[src/rtl/instr_fetch_unit.sv]
// -----------------------------------------------------------------------------
// instr_fetch_unit
//
// Purpose:
//   Single-outstanding instruction fetch engine. It issues one request per
//   architectural PC, waits for the memory response, holds the returned word
//   until the execute stage supplies the next PC, then fetches again. A
//   misaligned next PC or a memory response that never arrives parks the unit
//   in a sticky fault state. Only reset leaves that state.
//
// Parameters:
//   RESET_PC  PC loaded on reset.
//   TIMEOUT   number of response-less WAIT cycles that trigger a fault.
//
// Ports:
//   i_clk            single clock; all state changes on the rising edge
//   i_reset          synchronous, active-high reset
//   i_next_pc        next PC from the next-PC logic (used as-is, no addition)
//   i_next_pc_valid  execute stage is done with the current instruction
//   i_imem_ready     memory accepts the request this cycle
//   i_imem_rvalid    i_imem_rdata is valid this cycle
//   i_imem_rdata     instruction word from memory
//   o_imem_req       fetch request valid (FETCH state only)
//   o_imem_addr      fetch address, always equal to o_current_pc
//   o_current_pc     PC of the instruction being fetched or held
//   o_instruction    held instruction word
//   o_instr_valid    o_instruction is valid for o_current_pc
//   o_fault          sticky fault flag (misaligned next PC or fetch timeout)
//   o_fetch_count    number of completed fetches (wraps silently)
// -----------------------------------------------------------------------------
module instr_fetch_unit #(
  parameter logic [63:0] RESET_PC = 64'h0,
  parameter int unsigned TIMEOUT  = 16
) (
  input  logic        i_clk,
  input  logic        i_reset,
  input  logic [63:0] i_next_pc,
  input  logic        i_next_pc_valid,
  input  logic        i_imem_ready,
  input  logic        i_imem_rvalid,
  input  logic [31:0] i_imem_rdata,
  output logic        o_imem_req,
  output logic [63:0] o_imem_addr,
  output logic [63:0] o_current_pc,
  output logic [31:0] o_instruction,
  output logic        o_instr_valid,
  output logic        o_fault,
  output logic [31:0] o_fetch_count
);

  typedef enum logic [1:0] {
    StFetch,
    StWait,
    StHold,
    StFault
  } state_e;

  state_e      r_state;
  logic [63:0] r_current_pc;
  logic [31:0] r_instruction;
  logic        r_instr_valid;
  logic        r_fault;
  logic [31:0] r_fetch_count;
  logic [31:0] r_timeout_cnt;
  logic        r_imem_req;

  logic [31:0] w_timeout_next;
  logic        w_timeout_hit;
  logic        w_misaligned;

  // The counter value after this WAIT cycle; the fault fires on the edge where
  // it would reach TIMEOUT, unless a response arrives on that same edge.
  assign w_timeout_next = r_timeout_cnt + 32'd1;
  assign w_timeout_hit  = (w_timeout_next >= TIMEOUT);
  assign w_misaligned   = (i_next_pc[1:0] != 2'b00);

  always_ff @(posedge i_clk) begin
    if (i_reset) begin
      r_state       <= StFetch;
      r_current_pc  <= RESET_PC;
      r_instruction <= 32'h0;
      r_instr_valid <= 1'b0;
      r_fault       <= 1'b0;
      r_fetch_count <= 32'h0;
      r_timeout_cnt <= 32'h0;
      // Request is registered, so it must already be high when leaving reset.
      r_imem_req    <= 1'b1;
    end else begin
      unique case (r_state)
        StFetch: begin
          // Responses and next-PC strobes are ignored here.
          if (i_imem_ready) begin
            r_state       <= StWait;
            r_imem_req    <= 1'b0;
            r_timeout_cnt <= 32'h0;
          end
        end

        StWait: begin
          // A response wins over a timeout reached on the same edge.
          if (i_imem_rvalid) begin
            r_state       <= StHold;
            r_instruction <= i_imem_rdata;
            r_instr_valid <= 1'b1;
            r_fetch_count <= r_fetch_count + 32'd1;
          end else if (w_timeout_hit) begin
            r_state       <= StFault;
            r_fault       <= 1'b1;
            r_timeout_cnt <= w_timeout_next;
          end else begin
            r_timeout_cnt <= w_timeout_next;
          end
        end

        StHold: begin
          if (i_next_pc_valid) begin
            r_instr_valid <= 1'b0;
            if (w_misaligned) begin
              // PC stays on the instruction that produced the bad target.
              r_state <= StFault;
              r_fault <= 1'b1;
            end else begin
              r_state      <= StFetch;
              r_current_pc <= i_next_pc;
              r_imem_req   <= 1'b1;
            end
          end
        end

        StFault: begin
          // Terminal until reset: no request, no valid, PC frozen.
          r_imem_req    <= 1'b0;
          r_instr_valid <= 1'b0;
        end
      endcase
    end
  end

  assign o_imem_req    = r_imem_req;
  assign o_imem_addr   = r_current_pc;
  assign o_current_pc  = r_current_pc;
  assign o_instruction = r_instruction;
  assign o_instr_valid = r_instr_valid;
  assign o_fault       = r_fault;
  assign o_fetch_count = r_fetch_count;

endmodule

[config.mk]
export PLATFORM = sky130hd
export DESIGN_NAME = instr_fetch_unit
export DESIGN_NICKNAME = d
export VERILOG_FILES = /design/src/rtl/instr_fetch_unit.sv
export SDC_FILE = /design/constraint.sdc
export NUM_CORES = 1
export LEC_CHECK = 0
export ABC_AREA = 0
export CAP_MARGIN = 10
export CORE_MARGIN = 4
export CORE_UTILIZATION = 48
export DETAILED_ROUTE_END_ITERATION = 10
export GPL_TIMING_DRIVEN = 0
export PLACE_DENSITY = 0.95
export SETUP_SLACK_MARGIN = 0.1
export SLEW_MARGIN = 30
export SYNTH_ARGS = -nofsm -noshare
export SYNTH_HDL_FRONTEND = slang
export SYNTH_SLANG_ARGS = --single-unit
[constraint.sdc]
create_clock -name i_clk -period 8.3 [get_ports i_clk]
set_input_delay 1.66 -clock i_clk [delete_from_list [all_inputs] [get_ports i_clk]]
set_output_delay 1.66 -clock i_clk [all_outputs]
set_load 0.02 [all_outputs]
### Word level (Yosys, flattened, before mapping)

Cells that the tools add are included.

| operators by class | value |
|---|---|
| order comparisons | 1 |
| eq/ne operators | 11 |
| bitwise gates (word level) | 1 |
| multiplexer cells | 21 |
| reductions and logical operators | 14 |
| $add $sub $neg | 2 |

Operators by type and width:

| kind | number |
|---|---|
| adder 32 x 1 -> 32 bit (second input constant) | 2 |
| 2-to-1 mux 32 bit | 2 |
| case mux 32 bit (2 select lines) | 1 |
| greater-or-equal comparator 32 x 5 -> 1 bit (second input constant) | 1 |
| inequality test 2 bit (second input constant) | 7 |
| 2-to-1 mux 2 bit | 5 |
| 2-to-1 mux 1 bit | 9 |
| AND reduction 3 bit | 3 |
| nonzero test 3 bit | 3 |
| AND reduction 4 bit | 2 |
| case mux 1 bit (3 select lines) | 2 |
| case mux 2 bit (3 select lines) | 1 |
| nonzero test 2 bit | 3 |
| AND reduction 5 bit | 1 |
| equality test 2 bit (second input constant) | 2 |
| inequality test 3 bit (second input constant) | 1 |
| equality test 2 x 1 -> 1 bit (second input constant) | 1 |
| zero test 2 bit | 1 |
| case mux 1 bit (2 select lines) | 1 |
| AND reduction 2 bit | 1 |
| NOT 1 bit | 1 |

| word-level totals | value |
|---|---|
| logic and storage cells | 58 |
| input port bits | 101 |
| output and inout bits | 195 |
| register bits | 165 |

### Depth between registers and ports, before layout

Gate-level depths: netlist of run 1.

| depth | value |
|---|---|
| word-level depth | 5 |
| mapped depth | 12 |
| mapped depth without buffers | 10 |

### Least setup slack after synthesis of run 1

OpenSTA, ideal clock, no wires.

| path | value |
|---|---|
| path kind | in2reg |
| start point | input i_imem_rvalid |
| end point | register r_fetch_count[25] (netlist: o_fetch_count[25]) |
| cell stages on the path | 9 |
| setup time | 128 ps |
| buffers on the path | 1 |
| data required time | 8172 ps |
| setup slack | 5013 ps |
| arrival time | 3159 ps |
| path through | nand2_1 > nor3_1 > nand2_1 > nor2_1 > and4_1 > clkbuf_1 > nand3_1 > xor2_1 > nor2_1 |

| between the ends | value |
|---|---|
| longest elaborated chain between the ends | 1 |

RTL lines:

| what | RTL line | text |
|---|---|---|
| start, declared | 40 | `input logic i_imem_rvalid,` |
| AND reduction 2 bit (no source line) | n/a |  |
| end signal, assigned | 105 | `r_fetch_count <= r_fetch_count + 32'd1;` |
| end, declared | 63 | `logic [31:0] r_fetch_count;` |

No other way between the ends.
A chain may end at the register's enable or synchronous reset.

### Worst setup path after layout of run 1

| path | value |
|---|---|
| start point | input i_imem_rvalid |
| end point | register r_fetch_count[31] (netlist: o_fetch_count[31]) |

Same word-level chain as after synthesis.

==> impl_metrics.json, run 1 <==
{
  "outcome": "completed",
  "ys_async_sr_fraction_pct": 0,
  "drv_slew": 0,
  "clock_sinks": 165,
  "fin_setup_tns_ns": 0,
  "r2r_slack_ns": 4.86,
  "hold_depth": 2,
  "fill_cells": 1071,
  "dieArea_um2": 18000,
  "multi_input_area_um2": 3576,
  "coreArea_um2": 15370,
  "finalHoldViolations": 0,
  "ys.flop_type": "dfxtp_1",
  "grt_max_degree": 17,
  "synth_area_um2": 7641,
  "fin_crit_sh_pct": 48.64,
  "ff_latch_area_um2": 3303,
  "hold_path_end": "o_instruction[1]$_SDFFE_PP0P_",
  "fin_ws_ns": 4.263,
  "crit_path_top_delay_cell": "nor3_1",
  "final_cell_area_um2": 11480,
  "r2r_end": "o_fetch_count[31]$_SDFFE_PP0P_",
  "min_period_ns": 4.037,
  "cellLeakagePower_uw": 0.004045,
  "setup_viol": 0,
  "crit_arrival_ns": 4.33,
  "final_cell_count_no_fill": 1519,
  "dpl_cell_area_um2": 10850,
  "ctsResizeCount": 0,
  "start_kind": "input pin",
  "slew_headroom_pct": 39.83,
  "synth_top_area_cell": "dfxtp_1",
  "grtUsageMet3_pct": 9.040,
  "r2r_cells": 12,
  "wl_per_cell_um": 18.50,
  "nets": 1402,
  "use_met2_pct": 51.96,
  "portBuffers": 294,
  "cp_cell_sequence": "clkdlybuf4s50_1 > nand2_1 > nor3_1 > nand2_1 > nor2_1 > and4_1 > clkbuf_1 > nand3_1 > xor2_1 > nor2_1",
  "place_inst": 1487,
  "finalWeightedCongestion": 0.9871,
  "max_stage_delay_ns": 0.59,
  "seq_area_frac_synth_pct": 43.23,
  "met1_usage_pct": 33.83,
  "worst_slew_pin_slew_ns": 0.8943,
  "numCtsBuffers": 17,
  "antenna_left": 0,
  "grt.busiest_layer": "met2",
  "syn_to_final_growth_pct": 50.24,
  "rsz0062_at_grt": "false",
  "place_ws_ns": 3.878,
  "wl_um": 28100,
  "ys_types": 48,
  "ir_drop_uv": 132.8,
  "timing.rr.start": "r_state[1]$_SDFFE_PP0P_",
  "hpwl_um": 21370,
  "yosysTopAreaCellShare_pct": 43.23,
  "vias": 8335,
  "grt_pass1_vias": 8263,
  "power.density_nw_per_um2": 171.1,
  "die_x_um": 134.2,
  "ys_seq_elements": 165,
  "clock.fmax_ghz": 0.2477,
  "path_class": "input pin to register",
  "clk_latency_ns": 0.43,
  "track_usage_pct": 30.24,
  "cts_tree": "done",
  "cts_buffer_depth": 2,
  "drc": 0,
  "avgSynthCellArea_um2": 7.781,
  "io_pins": 296,
  "ys_warn_count": 0,
  "cts_hold_buffers": 0,
  "min_from": "o_instruction[1]$_SDFFE_PP0P_",
  "drt_iter0_markers": 644,
  "grt_pass1_wl_um": 43400,
  "firstDrtPassIters": 5,
  "crit_fanout": 9,
  "grt_remaining_overflow": 0,
  "synth_edf_count": 0,
  "crit_path_end_kind": "register",
  "fp-row-count": 45,
  "h-tree-depth": 4,
  "yosys-top-cells-area": "dfxtp_1, nand2_1, a21oi_1",
  "die_h_um": 134.2,
  "syn_nets": 1089,
  "initial_core_util_pct": 49.71,
  "post_cts_buffers": 0,
  "maxCapViolCount": 0,
  "critical_path_required_ns": 8.59,
  "fin_skew_ns": 0.007235,
  "root_buffer": "clkbuf_16",
  "drive_gt1_share_pct": 9.411,
  "avgViaCountPerCell": 5.487,
  "path_clk_slew_ns": 0.06,
  "hold_path_class": "register to register",
  "syn_inst": 982,
  "antenna_found_initial": 1
}
[layout by cell type, fill, tap and decap left out, types with 10 or more instances in the layout]
master / netlist / final
clkbuf_1: 49 / 49
nand2_1: 228 / 228
nor2_1: 75 / 75
buf_2: 10 / 10
nor3_1: 15 / 14
dfxtp_1: 165 / 165
xnor2_1: 19 / 19
clkbuf_16: 0 / 17
xor2_1: 23 / 23
or3_1: 17 / 17
o21ai_0: 30 / 30
nor4_1: 13 / 13
nand4_1: 13 / 13
nand3_1: 25 / 25
a31oi_1: 10 / 10
clkdlybuf4s50_1: 0 / 294
a21oi_1: 133 / 133
buf_4: 64 / 64
a311oi_1: 10 / 10
[per-stage QoR]
step / hold slack [ns] / total power [uW] / utilization, %
floorplan: 0.4677 / 993.6 / -
global placement: 0.4404 / 1137 / 70.57
detailed placement: 0.4480 / 1145 / 70.61
CTS: 0.4582 / 1965 / 74.67
global route: 0.4819 / 2032 / 74.68
finish: 0.4584 / 1965 / 74.68
[where the power goes]
part	internal (uW)	switching, uW
clock	506	323
sequential	815	17.6
combinational	124	179
total	1440	520
[sequential cells by signal, indices dropped and copies added (netlist names)]
signal	flops
o_current_pc	64
o_instr_valid	1
r_state	2
o_instruction	32
o_fault	1
r_timeout_cnt	32
o_imem_req	1
o_fetch_count	32
[worst max-delay path by stage]
stage | endpoint | startpoint | slack, ns | depth (start not counted)
floorplan | o_fetch_count[25]$_SDFFE_PP0P_ | i_imem_rvalid | 5.01 | 9
global placement | o_fetch_count[31]$_SDFFE_PP0P_ | i_imem_rvalid | 3.99 | 10
detailed placement | o_fetch_count[31]$_SDFFE_PP0P_ | i_imem_rvalid | 3.88 | 10
CTS | o_fetch_count[29]$_SDFFE_PP0P_ | i_imem_rvalid | 4.32 | 10
global route | o_fetch_count[25]$_SDFFE_PP0P_ | i_imem_rvalid | 4.08 | 10
finish | o_fetch_count[31]$_SDFFE_PP0P_ | i_imem_rvalid | 4.26 | 10
[cell families after synthesis]
| family | share of synthesized area (%) |
|---|---|
| simple gates | 26.35 |
| xor+xnor | 4.814 |
| flops | 43.23 |
| buf+inv | 10.04 |
| compound gates | 14.33 |
| fa+ha+maj | 0.9825 |
| mux | 0.2620 |
[worst max-delay path: cells and delay by family]
| family | cells | cell delay [ns] |
|---|---|---|
| xor gates and xnor gates | 1 | 0.15 |
| and+or+nand+nor | 7 | 1.79 |
| buffers and inverters | 2 | 0.73 |
[Yosys cell counts (3+ instances only)]
cell type,n
buf_2,10
o21ai_0,30
nor3_1,15
nand4_1,13
or2_2,5
a211oi_1,5
and4_1,5
nor2b_1,7
dfxtp_1,165
ha_1,6
nand4b_1,3
nor2_1,75
inv_1,8
clkbuf_1,49
xnor2_1,19
nand3_1,25
o31ai_1,3
xor2_1,23
nor4_1,13
buf_1,3
buf_4,64
a311oi_1,10
and2_1,3
or3_1,17
nand2_1,228
a21oi_1,133
and3_1,8
a31oi_1,10
[metal layers]
layer  vias to the layer above  part of all wire (%)  wire length (um)
met1                      3901                    36             10240
met4                         0                   4.5              1265
met2                       438                    49             13910
li1                       3900                     -                 -
met5                         -                     0                 0
met3                        96                   9.5              2683
[area by class of cell]
cell class | instances | area share (%)
inverter | 8 | 0.2616
timing repair buffer | 294 | 25.63
clock inverter | 10 | 1.253
tap | 211 | 2.300
multi-input combinational | 682 | 31.15
antenna | 1 | 0.02180
clock buffer | 21 | 4.185
sequential | 165 | 28.77
buffer | 127 | 6.420
Note: power is estimated with default switching activity, not from simulation.
==> run 2, diff against run 1 <==
--- a/config.mk
+++ b/config.mk
@@ -8,10 +8,10 @@
 export ABC_AREA = 0
 export CAP_MARGIN = 10
 export CORE_MARGIN = 4
-export CORE_UTILIZATION = 48
+export CORE_UTILIZATION = 44
 export DETAILED_ROUTE_END_ITERATION = 10
 export GPL_TIMING_DRIVEN = 0
-export PLACE_DENSITY = 0.95
+export PLACE_DENSITY = 0.91
 export SETUP_SLACK_MARGIN = 0.1
 export SLEW_MARGIN = 30
 export SYNTH_ARGS = -nofsm -noshare
==> constraint.sdc (replaced) <==
create_clock -name i_clk -period 3.8 [get_ports i_clk]
set_input_delay 0.76 -clock i_clk [delete_from_list [all_inputs] [get_ports i_clk]]
set_output_delay 0.76 -clock i_clk [all_outputs]
set_load 0.02 [all_outputs]
==> run 2 against run 1 <==
Flip-flop and latch count stayed put. Routed wire length decreased by 4.2%. First-iteration DRC count down 23%. Largest power group unchanged. Critical path type is now register to register. Core utilization down 6.7 points.
==> impl_metrics.json, run 2 (same netlist as run 1, synthesis figures left out) <==
{
  "root_buffer": "clkbuf_16",
  "drive_gt1_share_pct": 9.480,
  "ctsResizeCount": 0,
  "critical_path_required_ns": 4.10,
  "drt_iter0_markers": 494,
  "firstDrtPassIters": 5,
  "cts_hold_buffers": 0,
  "avgViaCountPerCell": 5.295,
  "cellLeakagePower_uw": 0.004024,
  "wl_um": 26920,
  "diodes": 0,
  "maxCapViolCount": 0,
  "crit_fanout": 10,
  "fp-row-count": 47,
  "wl_per_cell_um": 17.62,
  "layout_common_cells": "clkdlybuf4s50_1, nand2_1, dfxtp_1",
  "numCtsBuffers": 17,
  "die_h_um": 139.8,
  "hold_path_class": "register to register",
  "clk_latency_ns": 0.43,
  "grt_pass1_wl_um": 42300,
  "clock_sinks": 165,
  "clock.fmax_ghz": 0.2964,
  "hold_slack_ns": 0.4534,
  "ir_drop_uv": 308.7,
  "r2r_slack_ns": 0.43,
  "crit_path_end_kind": "register",
  "io_pins": 296,
  "grt_pass1_vias": 7770,
  "initial_core_util_pct": 45.43,
  "nets": 1402,
  "path_clk_slew_ns": 0.07,
  "crit_arrival_ns": 3.67,
  "finalHoldViolations": 0,
  "portBuffers": 294,
  "fin_skew_ns": 0.01024,
  "antenna_found_initial": 0,
  "grt_max_degree": 17,
  "h-tree-depth": 4,
  "antenna_left": 0,
  "setup_viol": 0,
  "coreArea_um2": 16820,
  "slew_headroom_pct": 44.45,
  "drc": 0,
  "start_kind": "register",
  "cts_buffer_depth": 2,
  "worst_slew_pin_slew_ns": 0.8256,
  "vias": 8091,
  "track_usage_pct": 26.79,
  "grt_remaining_overflow": 0,
  "die_x_um": 139.8,
  "fill_cells": 1350,
  "fin_crit_sh_pct": 88.78,
  "outcome": "completed",
  "hpwl_um": 20800,
  "min_period_ns": 3.374,
  "dieArea_um2": 19540,
  "cts_tree": "done",
  "largest_reg_flops": 64,
  "drv_slew": 0,
  "path_class": "register to register",
  "post_cts_buffers": 0,
  "finalWeightedCongestion": 0.9756,
  "syn_to_final_growth_pct": 49.57,
  "total_power_uw": 4128,
  "power.density_nw_per_um2": 361.2,
  "rsz0062_at_grt": "false",
  "layout_commonest_cell": "clkdlybuf4s50_1",
  "fin_setup_tns_ns": 0
}
-- run 2: final timing paths --
path	from	to	cells after the start
hold / removal	o_instruction[5]$_SDFFE_PP0P_	o_instruction[5]$_SDFFE_PP0P_	2
hold reg to reg	o_instruction[5]$_SDFFE_PP0P_	o_instruction[5]$_SDFFE_PP0P_	2
setup / recovery	r_state[1]$_SDFFE_PP0P_	o_fetch_count[29]$_SDFFE_PP0P_	12
setup reg to reg	r_state[1]$_SDFFE_PP0P_	o_fetch_count[29]$_SDFFE_PP0P_	12
-- run 2: cell type report --
class / instances / area (um2) / share of cell area, %
sequential: 165 / 3303 / 28.90
multi-input combinational: 682 / 3576 / 31.29
buffer: 127 / 737.0 / 6.448
clock inverter: 13 / 111.4 / 0.9744
timing repair buffer: 294 / 2943 / 25.75
tap: 220 / 275.3 / 2.409
clock buffer: 19 / 452.9 / 3.963
inverter: 8 / 30.03 / 0.2628
-- run 2: critical path, cell delays in order, from the launching register on --
cell and delay, ns:
dfxtp_1 0.35, inv_1 0.09, ha_1 0.13, clkbuf_1 0.40, nand2_1 0.44, nor3_1 0.58
nand2_1 0.26, nor2_1 0.22, and4_1 0.22, clkbuf_1 0.24, nand3_1 0.13, xor2_1 0.14
nor2_1 0.05
-- run 2: per-layer routing --
| layer | global-route usage, % | up-vias | wire (um) |
|---|---|---|---|
| met5 | 0 | - | 0 |
| met4 | 11.12 | 0 | 904 |
| met3 | 6.415 | 51 | 2074 |
| met2 | 46.29 | 379 | 13270 |
| met1 | 31.86 | 3766 | 10670 |
| li1 | - | 3895 | - |
-- run 2: power breakdown --
group / leakage (uW) / internal [uW] / total (uW) / switching, uW
registers: 0.00133 / 1780 / 1810 / 34.8
logic: 0.00242 / 270 / 662 / 392
clock network: 0.000277 / 894 / 1650 / 758
total: 0.00402 / 2940 / 4130 / 1180
-- run 2: per-stage QoR --
stage	cells	cell area (um2)	setup slack (ns)	util, %
floorplan	982	7641	1.167	-
global placement	1496	10860	0.3914	64.57
detailed placement	1496	10860	0.3063	64.60
CTS	1528	11430	0.4777	67.95
global route	1528	11430	0.1797	67.95
finish	1528	11430	0.4262	67.95
==> run 3, diff against run 2 <==
--- a/config.mk
+++ b/config.mk
@@ -8,10 +8,11 @@
 export ABC_AREA = 0
 export CAP_MARGIN = 10
 export CORE_MARGIN = 4
-export CORE_UTILIZATION = 44
+export CORE_UTILIZATION = 45
+export CTS_BUF_LIST = sky130_fd_sc_hd__clkbuf_4 sky130_fd_sc_hd__clkbuf_8
 export DETAILED_ROUTE_END_ITERATION = 10
 export GPL_TIMING_DRIVEN = 0
-export PLACE_DENSITY = 0.91
+export PLACE_DENSITY = 0.93
 export SETUP_SLACK_MARGIN = 0.1
 export SLEW_MARGIN = 30
 export SYNTH_ARGS = -nofsm -noshare
==> run 3 against run 2 <==
Non-clock buffer count is the same. Global-route usage shrank 0.089 points. Critical path depth shrank 1. Via count grew 0.40%. Highest routed layer unchanged. Worst hold slack gained 0.0028 ns. Setup slack gained 0.12 ns. Largest power group unchanged. Clock power shrank 15%. Clock-buffer cell count grew 1. Register-to-register slack gained 0.12 ns. Critical path type unchanged. Flip-flop and latch count is the same.
==> impl_metrics.json, run 3 (same netlist as run 1, synthesis figures left out) <==
{
  "outcome": "completed",
  "power.density_nw_per_um2": 343.0,
  "wl_per_cell_um": 17.48,
  "slew_headroom_pct": 37.46,
  "fin_crit_sh_pct": 85.50,
  "met3WireLength_um": 1778,
  "finalWeightedCongestion": 0.9870,
  "largest_reg_flops": 64,
  "start_kind": "register",
  "rsz0062_at_grt": "false",
  "fp-row-count": 47,
  "layout_commonest_cell": "clkdlybuf4s50_1",
  "drt_iter0_markers": 544,
  "portBuffers": 294,
  "drive_gt1_share_pct": 9.487,
  "met2_length_um": 13310,
  "finalHoldViolations": 0,
  "fin_setup_tns_ns": 0,
  "critical_path_required_ns": 4.13,
  "place_inst": 1496,
  "h-tree-depth": 4,
  "wl_um": 26700,
  "io_pins": 296,
  "coreArea_um2": 16580,
  "die_h_um": 138.3,
  "maxCapViolCount": 0,
  "crit_fanout": 10,
  "cellLeakagePower_uw": 0.003971,
  "layout_common_cells": "clkdlybuf4s50_1, nand2_1, dfxtp_1",
  "clock_sinks": 165,
  "min_period_ns": 3.249,
  "path_class": "register to register",
  "crit_path_end_kind": "register",
  "fill_cells": 1289,
  "clock.fmax_ghz": 0.3078,
  "numCtsBuffers": 17,
  "track_usage_pct": 26.70,
  "firstDrtPassIters": 5,
  "cts_tree": "done",
  "fin_ws_ns": 0.5510,
  "hpwl_um": 20530,
  "grt_pass1_vias": 7701,
  "antenna_found_initial": 0,
  "drc": 0,
  "root_buffer": "clkbuf_8",
  "cts_buffer_depth": 2,
  "hold_slack_ns": 0.4563,
  "grt_pass1_wl_um": 41460,
  "worst_slew_pin_slew_ns": 0.9283,
  "grt_max_degree": 17,
  "clk_latency_ns": 0.46,
  "nets": 1402,
  "top_layer": "met4",
  "wirelength_met1_um": 10730,
  "grt_remaining_overflow": 0,
  "ir_drop_uv": 339.7,
  "hold_path_class": "register to register",
  "diodes": 0,
  "fin_skew_ns": 0.01139,
  "place_ws_ns": 0.2651,
  "syn_to_final_growth_pct": 47.99,
  "avgViaCountPerCell": 5.320,
  "dieArea_um2": 19130,
  "initial_core_util_pct": 46.08,
  "cts_hold_buffers": 0,
  "path_clk_slew_ns": 0.09,
  "crit_arrival_ns": 3.58,
  "vias": 8123,
  "die_x_um": 138.3,
  "final_cell_count_no_fill": 1527,
  "drv_slew": 0,
  "final_core_util_pct": 68.19,
  "antenna_left": 0,
  "setup_viol": 0
}
==> run 3: cell count changes in the layout (fill, tap and decap cells not counted), sizes merged <==
cell	previous run	this run
inv	16	10
bufinv	0	4
clkinvlp	2	1
clkbuf	68	69
clkinv	3	4
==> run 3: worst paths after layout <==
check,from,endpoint,slack [ns],depth (start not counted)
worst max-delay path,r_state[0]$_SDFFE_PP0P_,o_fetch_count[31]$_SDFFE_PP0P_,0.55,11
worst min register to register,o_instruction[22]$_SDFFE_PP0P_,o_instruction[22]$_SDFFE_PP0P_,0.46,2
worst max register to register,r_state[0]$_SDFFE_PP0P_,o_fetch_count[31]$_SDFFE_PP0P_,0.55,11
worst min-delay path,o_instruction[22]$_SDFFE_PP0P_,o_instruction[22]$_SDFFE_PP0P_,0.46,2
==> run 3: per-layer routing <==
metal	GRT usage (%)	up-vias
met1	31.15	3807
met4	10.61	0
met2	47.43	375
li1	-	3887
met5	0	-
met3	6.077	54
==> run 3: through the flow <==
step / power [uW] / cell area, um2
after floorplan: 2170 / 7641
after global placement: 2480 / 10860
after detailed placement: 2496 / 10860
after CTS: 3889 / 11310
after global routing: 4026 / 11310
final: 3879 / 11310
==> run 3: worst max-delay path, cell delays in order, from the launching register on <==
cell and delay [ns]:
dfxtp_1 0.40, ha_1 0.17, clkbuf_1 0.41, nand2_2 0.34, nor3_1 0.52, nand2_1 0.25, nor2_1 0.24, and4_1 0.24
clkbuf_1 0.24, nand3_1 0.13, xor2_1 0.14, nor2_1 0.05
==> run 3: power breakdown <==
group          internal (uW)  leakage (uW)  switching [uW]
Sequential              1780       0.00133            35.0
Combinational            271       0.00242             383
Clock                    759      0.000223             653
==> run 3: timing repair <==
action / in CTS / in global routing
gates resized for setup: 0 / 1
endpoints found under the setup margin: 0 / 2
setup buffers: 0 / 0
==> run 3: layout make-up <==
class	instances	area [um2]	share of cell area, %
sequential	165	3303	29.21
timing repair buffer	294	2943	26.02
tap	220	275.3	2.434
clock buffer	20	269.0	2.379
multi-input combinational	682	3578	31.64
inverter	8	30.03	0.2655
buffer	127	737.0	6.517
clock inverter	11	172.7	1.527
